--- config.mk ---
export PLATFORM = sky130hd
export DESIGN_NAME = condicionador_botoes
export DESIGN_NICKNAME = d
export VERILOG_FILES = /design/src/rtl/condicionador_botoes.sv
export SDC_FILE = /design/constraint.sdc
export NUM_CORES = 1
export LEC_CHECK = 0
export BUFFER_PORTS_ARGS = -buffer_cell sky130_fd_sc_hd__buf_2
export CAP_MARGIN = 25
export CORE_AREA = 2 2 59 61
export CTS_BUF_LIST = sky130_fd_sc_hd__clkbuf_4
export CTS_CLUSTER_SIZE = 8
export DETAILED_ROUTE_END_ITERATION = 10
export DIE_AREA = 0 0 61 63
export PLACE_DENSITY_LB_ADDON = 0.3
export SLEW_MARGIN = 20
export SYNTH_ARGS = -nofsm -noshare
export SYNTH_HDL_FRONTEND = slang
export SYNTH_SLANG_ARGS = --single-unit
--- constraint.sdc ---
create_clock -name clock -period 2.3 [get_ports clock]
set_input_delay 0.46 -clock clock [delete_from_list [all_inputs] [get_ports clock]]
set_output_delay 0.46 -clock clock [all_outputs]
set_load 0.02 [all_outputs]
--- src/rtl/condicionador_botoes.sv ---
// rtl/condicionador_botoes.sv - button synchroniser, debouncer and press-then-release filter
//
// Conditions the four raw button lines for the game control unit. It emits one
// jogada_valida pulse per accepted one-hot press, or one multipla pulse when a
// stable press has more than one button set.
//
// Ports:
//   clock          system clock, rising edge
//   reset          synchronous, active-low reset
//   botoes[3:0]    raw asynchronous button lines, 1 = pressed
//   habilita       1 = new presses may be accepted
//   jogada_valida  one-cycle pulse, accepted one-hot press
//   jogada[3:0]    last accepted one-hot code, held until the next accepted press
//   multipla       one-cycle pulse, multi-button press rejected
//   botao_ativo    1 while a press or release is being processed
//   db_estado[3:0] current FSM state code
module condicionador_botoes #(
    parameter int DEBOUNCE = 2
) (
    input  logic       clock,
    input  logic       reset,
    input  logic [3:0] botoes,
    input  logic       habilita,
    output logic       jogada_valida,
    output logic [3:0] jogada,
    output logic       multipla,
    output logic       botao_ativo,
    output logic [3:0] db_estado
);

    typedef enum logic [3:0] {
        OCIOSO         = 4'd0,
        FILTRA         = 4'd1,
        REGISTRA       = 4'd2,
        ESPERA         = 4'd3,
        FILTRA_SOLTURA = 4'd4
    } estado_t;

    // The entry edge into FILTRA/FILTRA_SOLTURA already counts as the first
    // stable sample, so the filters finish when cnt reaches DEBOUNCE-1.
    localparam logic [7:0] LIMITE = 8'(DEBOUNCE - 1);

    estado_t    estado, estado_prox;
    logic [3:0] s1, s2;
    logic [7:0] cnt, cnt_prox;
    logic [3:0] cand, cand_prox;
    logic [3:0] jogada_prox;
    logic       um_quente;

    assign um_quente = (cand != 4'd0) && ((cand & (cand - 4'd1)) == 4'd0);
    assign db_estado = estado;

    always_ff @(posedge clock) begin
        if (!reset) begin
            s1     <= 4'd0;
            s2     <= 4'd0;
            estado <= OCIOSO;
            cnt    <= 8'd0;
            cand   <= 4'd0;
            jogada <= 4'd0;
        end else begin
            s1     <= botoes;
            s2     <= s1;
            estado <= estado_prox;
            cnt    <= cnt_prox;
            cand   <= cand_prox;
            jogada <= jogada_prox;
        end
    end

    always_comb begin
        estado_prox   = estado;
        cnt_prox      = cnt;
        cand_prox     = cand;
        jogada_prox   = jogada;
        jogada_valida = 1'b0;
        multipla      = 1'b0;
        botao_ativo   = 1'b0;

        case (estado)
            OCIOSO: begin
                if (habilita && (s2 != 4'd0)) begin
                    cand_prox   = s2;
                    cnt_prox    = 8'd1;
                    estado_prox = FILTRA;
                end
            end

            FILTRA: begin
                botao_ativo = 1'b1;
                // Any change of the sampled value restarts from OCIOSO, which
                // picks up the new value as a fresh candidate on the next edge.
                if (!habilita || (s2 != cand)) begin
                    estado_prox = OCIOSO;
                    cnt_prox    = 8'd0;
                end else if (cnt == LIMITE) begin
                    estado_prox = REGISTRA;
                end else begin
                    cnt_prox = cnt + 8'd1;
                end
            end

            REGISTRA: begin
                botao_ativo = 1'b1;
                estado_prox = ESPERA;
                cnt_prox    = 8'd0;
                if (um_quente) begin
                    jogada_valida = 1'b1;
                    jogada_prox   = cand;
                end else begin
                    multipla = 1'b1;
                end
            end

            ESPERA: begin
                botao_ativo = 1'b1;
                if (s2 == 4'd0) begin
                    cnt_prox    = 8'd1;
                    estado_prox = FILTRA_SOLTURA;
                end else begin
                    cnt_prox = 8'd0;
                end
            end

            FILTRA_SOLTURA: begin
                botao_ativo = 1'b1;
                if (s2 != 4'd0) begin
                    estado_prox = ESPERA;
                    cnt_prox    = 8'd0;
                end else if (cnt == LIMITE) begin
                    estado_prox = OCIOSO;
                end else begin
                    cnt_prox = cnt + 8'd1;
                end
            end

            default: begin
                estado_prox = OCIOSO;
            end
        endcase
    end

endmodule

==> impl_metrics.yaml <==
power_and_ir_drop:
  p_int_mw: 0.637
  p_sw_frac: 0.303
  switching_power_mw: 0.277
  power_mw: 0.914
  p_clk_frac: 0.228
  p_seq_frac: 0.547
  power_density_nw_per_um2: 591
  vdd_drop_max_mv: 0.373
  p_comb_frac: 0.225
  p_leak_nw: 0.623
synthesis:
  synth_compound_area_frac: 0.164
  async_flop_share: 0
  yosysUniqueCellTypes: 43
  synth_fa_ha_area_frac: 0.0181
  synthSimpleGateAreaFrac: 0.297
  post-synth-top-count-cell: "dfxtp_1"
  synth_edf_count: 0
  yosysTopAreaCell: "dfxtp_1"
  ys_ff_latch: 27
  synth_area_per_cell_um2: 9.11
  syn_nets: 161
  synth_top_family_by_area: "simple AND/OR/NAND/NOR gates"
  synth.area.top_cells: "dfxtp_1, nand3_1, mux2i_1"
  postSynthCellCount: 152
  syn_area_um2: 1390
  yosysTopAreaCellShare: 0.390
  ys_top_cells_by_count: "dfxtp_1, nand3_1, nand2_1"
  synth_mux_area_frac: 0.0434
  synth_xor_area_frac: 0.0379
  seq_area_frac_synth: 0.390
  synthFlopType: "dfxtp_1"
  yosysWarnings: 0
final_layout:
  seq_area_um2: 541
  fin_nets: 181
  n_fill_cell: 320
  antenna_cells: 0
  areaGrowthSynthToFinish_pct: 11.7
  drive_gt1_frac: 0.211
  multi_input_area_um2: 790
  postLayoutCellArea_um2: 1550
hold_path:
  min_from: "botoes[1]"
  whs_endpoint: "s1[1]"
  hold_class: "primary input to flip-flop"
  hold_depth: 2
global_routing:
  grt_antenna_before_repair: 0
  grt_pass1_vias: 1081
  grt_max_degree: 26
  grtUsageTotal: 0.155
  grt_overflow: 0
  grt_pass1_wl_um: 4680
worst_setup_path:
  critical_path_required_ns: 1.84
  r2r_cells: 6
  reg2reg_slack_ns: 0.33
  worst-path-max-fanout: 9
  reg2reg_from: "cnt[0]"
  arrival_ns: 1.62
  startpoint_type: "flip-flop"
  criticalPathCategory: "flip-flop to output pin"
  timing.rr.end: "cnt[3]"
  end_kind: "output pin"
timing:
  hold_viol: 0
  min_period_ns: 2.08
  rsz0062_at_grt: "no"
  relSlewSlack: 0.637
  worst_pin_slew_ns: 0.545
  fmax_ghz: 0.481
  finalSetupViolations: 0
  post-route-period-util: 0.904
  drv_slew: 0
  setup_tns_ns: 0
  clock_skew_ns: 0.00441
detailed_routing:
  drt_iter0_drc: 69
  dr.pass1.iters: 4
  post_drt_wl_per_cell_um: 11.9
  ant_nets: 0
  drc: 0
  avgViaCountPerCell: 5.12
  vias: 1112
  wl_um: 2590
clock_network:
  clock_path_buffers: 2
  cts_tree: "built"
  path_clk_slew_ns: 0.15
  cts_max_level: 1
  cts_made_buffers: 3
  clock_sinks: 27
  worstSkewPairLatency_ns: 0.33
  cts_root_buf: "clkbuf_4"
floorplan:
  start_util: 0.429
  die_area_um2: 3840
  io_pins: 18
  rows: 21
  fp.dieH_um: 63
  core_area_um2: 3230
  chipWidth_um: 61
placement:
  portBuffers: 16
  gp_congestion: 0.850
  hpwlAfterDp_um: 1900
  place_area_um2: 1510
status:
  status: "complete, no violations"
run:
  drv_cap: 0
-- kinds of logic after synthesis --
logic type               count (synthesis)
adder cells (fa/ha/maj)                  2
flip-flops                              27
AND/OR/NAND/NOR                         69
XOR/XNOR                                 6
multiplexers                             6
buffers and inverters                   10
AO/OA/AOI/OAI                           31
other                                    1
-- through the flow --
stage | worst slack [ns] | util | instances | hold slack (ns)
4_1_cts | 0.188 | 0.476 | 217 | 0.311
5_1_grt | 0.0455 | 0.479 | 217 | 0.314
2_1_floorplan | 0.492 | - | 152 | 0.406
6_report | 0.222 | 0.479 | 217 | 0.318
3_3_place_gp | 0.225 | 0.468 | 213 | 0.416
3_5_place_dp | 0.214 | 0.468 | 213 | 0.418
-- cell type report --
type | count | share of cell area
multi-input combinational | 115 | 0.510
tap | 46 | 0.0372
timing repair buffer | 21 | 0.0760
clock inverter | 1 | 0.00323
sequential | 27 | 0.349
clock buffer | 3 | 0.0146
inverter | 4 | 0.00970
-- cells in the final DEF, fill, tap and decap left out, types with 2 or more instances in the layout --
cell / synthesis / layout
a31oi_1: 3 / 3
o21ai_0: 8 / 8
o22ai_1: 3 / 3
buf_4: 1 / 5
buf_2: 0 / 16
nand2_1: 13 / 13
mux2i_1: 6 / 6
nor2_1: 5 / 5
and2_1: 9 / 9
clkbuf_4: 0 / 3
nor2b_1: 7 / 7
nand4_1: 2 / 2
xnor2_1: 5 / 5
nand3_1: 18 / 18
a21oi_1: 3 / 3
inv_1: 4 / 4
and3_1: 4 / 4
o211ai_1: 3 / 3
ha_1: 2 / 2
o21ai_1: 2 / 2
dfxtp_1: 27 / 27
-- timing repair --
| item | in CTS | in global routing |
|---|---|---|
| resized for setup | 0 | 1 |
| buffers inserted | 0 | 0 |
| hold buffers | 0 | 0 |
| endpoints found under the setup margin | 0 | 3 |
-- layer usage --
| layer | routed length (um) | vias to the layer above | track usage |
|---|---|---|---|
| li1 | - | 581 | - |
| met1 | 1300 | 500 | 0.214 |
| met2 | 1160 | 27 | 0.233 |
| met3 | 95 | 4 | 0.0373 |
| met4 | 33 | 0 | 0.0543 |
| met5 | 0 | - | 0 |
-- registers in the layout, indices dropped and copies added, names as in the netlist --
register and flops:
jogada 4, s2 4, cand 4, s1 4, cnt 8, db_estado 3
-- power by group through the flow --
| stage | Combinational [mW] | Clock, mW | Sequential, mW |
|---|---|---|---|
| floorplan | 0.159 | 0 | 0.514 |
| global placement | 0.198 | 0 | 0.510 |
| detailed placement | 0.200 | 0 | 0.511 |
| CTS | 0.201 | 0.219 | 0.501 |
| global route | 0.228 | 0.234 | 0.503 |
| finish | 0.205 | 0.208 | 0.500 |
-- worst max-delay path by stage --
| stage | depth (start not counted) | slack (ns) | end | start |
|---|---|---|---|---|
| floorplan | 7 | 0.49 | cnt[2] | cnt[0] |
| global placement | 5 | 0.23 | db_estado[0] | s2[0] |
| detailed placement | 5 | 0.21 | db_estado[0] | s2[0] |
| CTS | 6 | 0.19 | jogada_valida | cand[2] |
| global route | 6 | 0.05 | jogada_valida | cand[2] |
| finish | 6 | 0.22 | jogada_valida | cand[2] |
-- critical path, cell delays in order, from the launching register on --
cell	delay, ns
dfxtp_1	0.40
xor2_1	0.19
o21a_1	0.19
o211ai_1	0.15
buf_4	0.18
inv_1	0.04
buf_2	0.15
(Power assumes the default switching activity.)
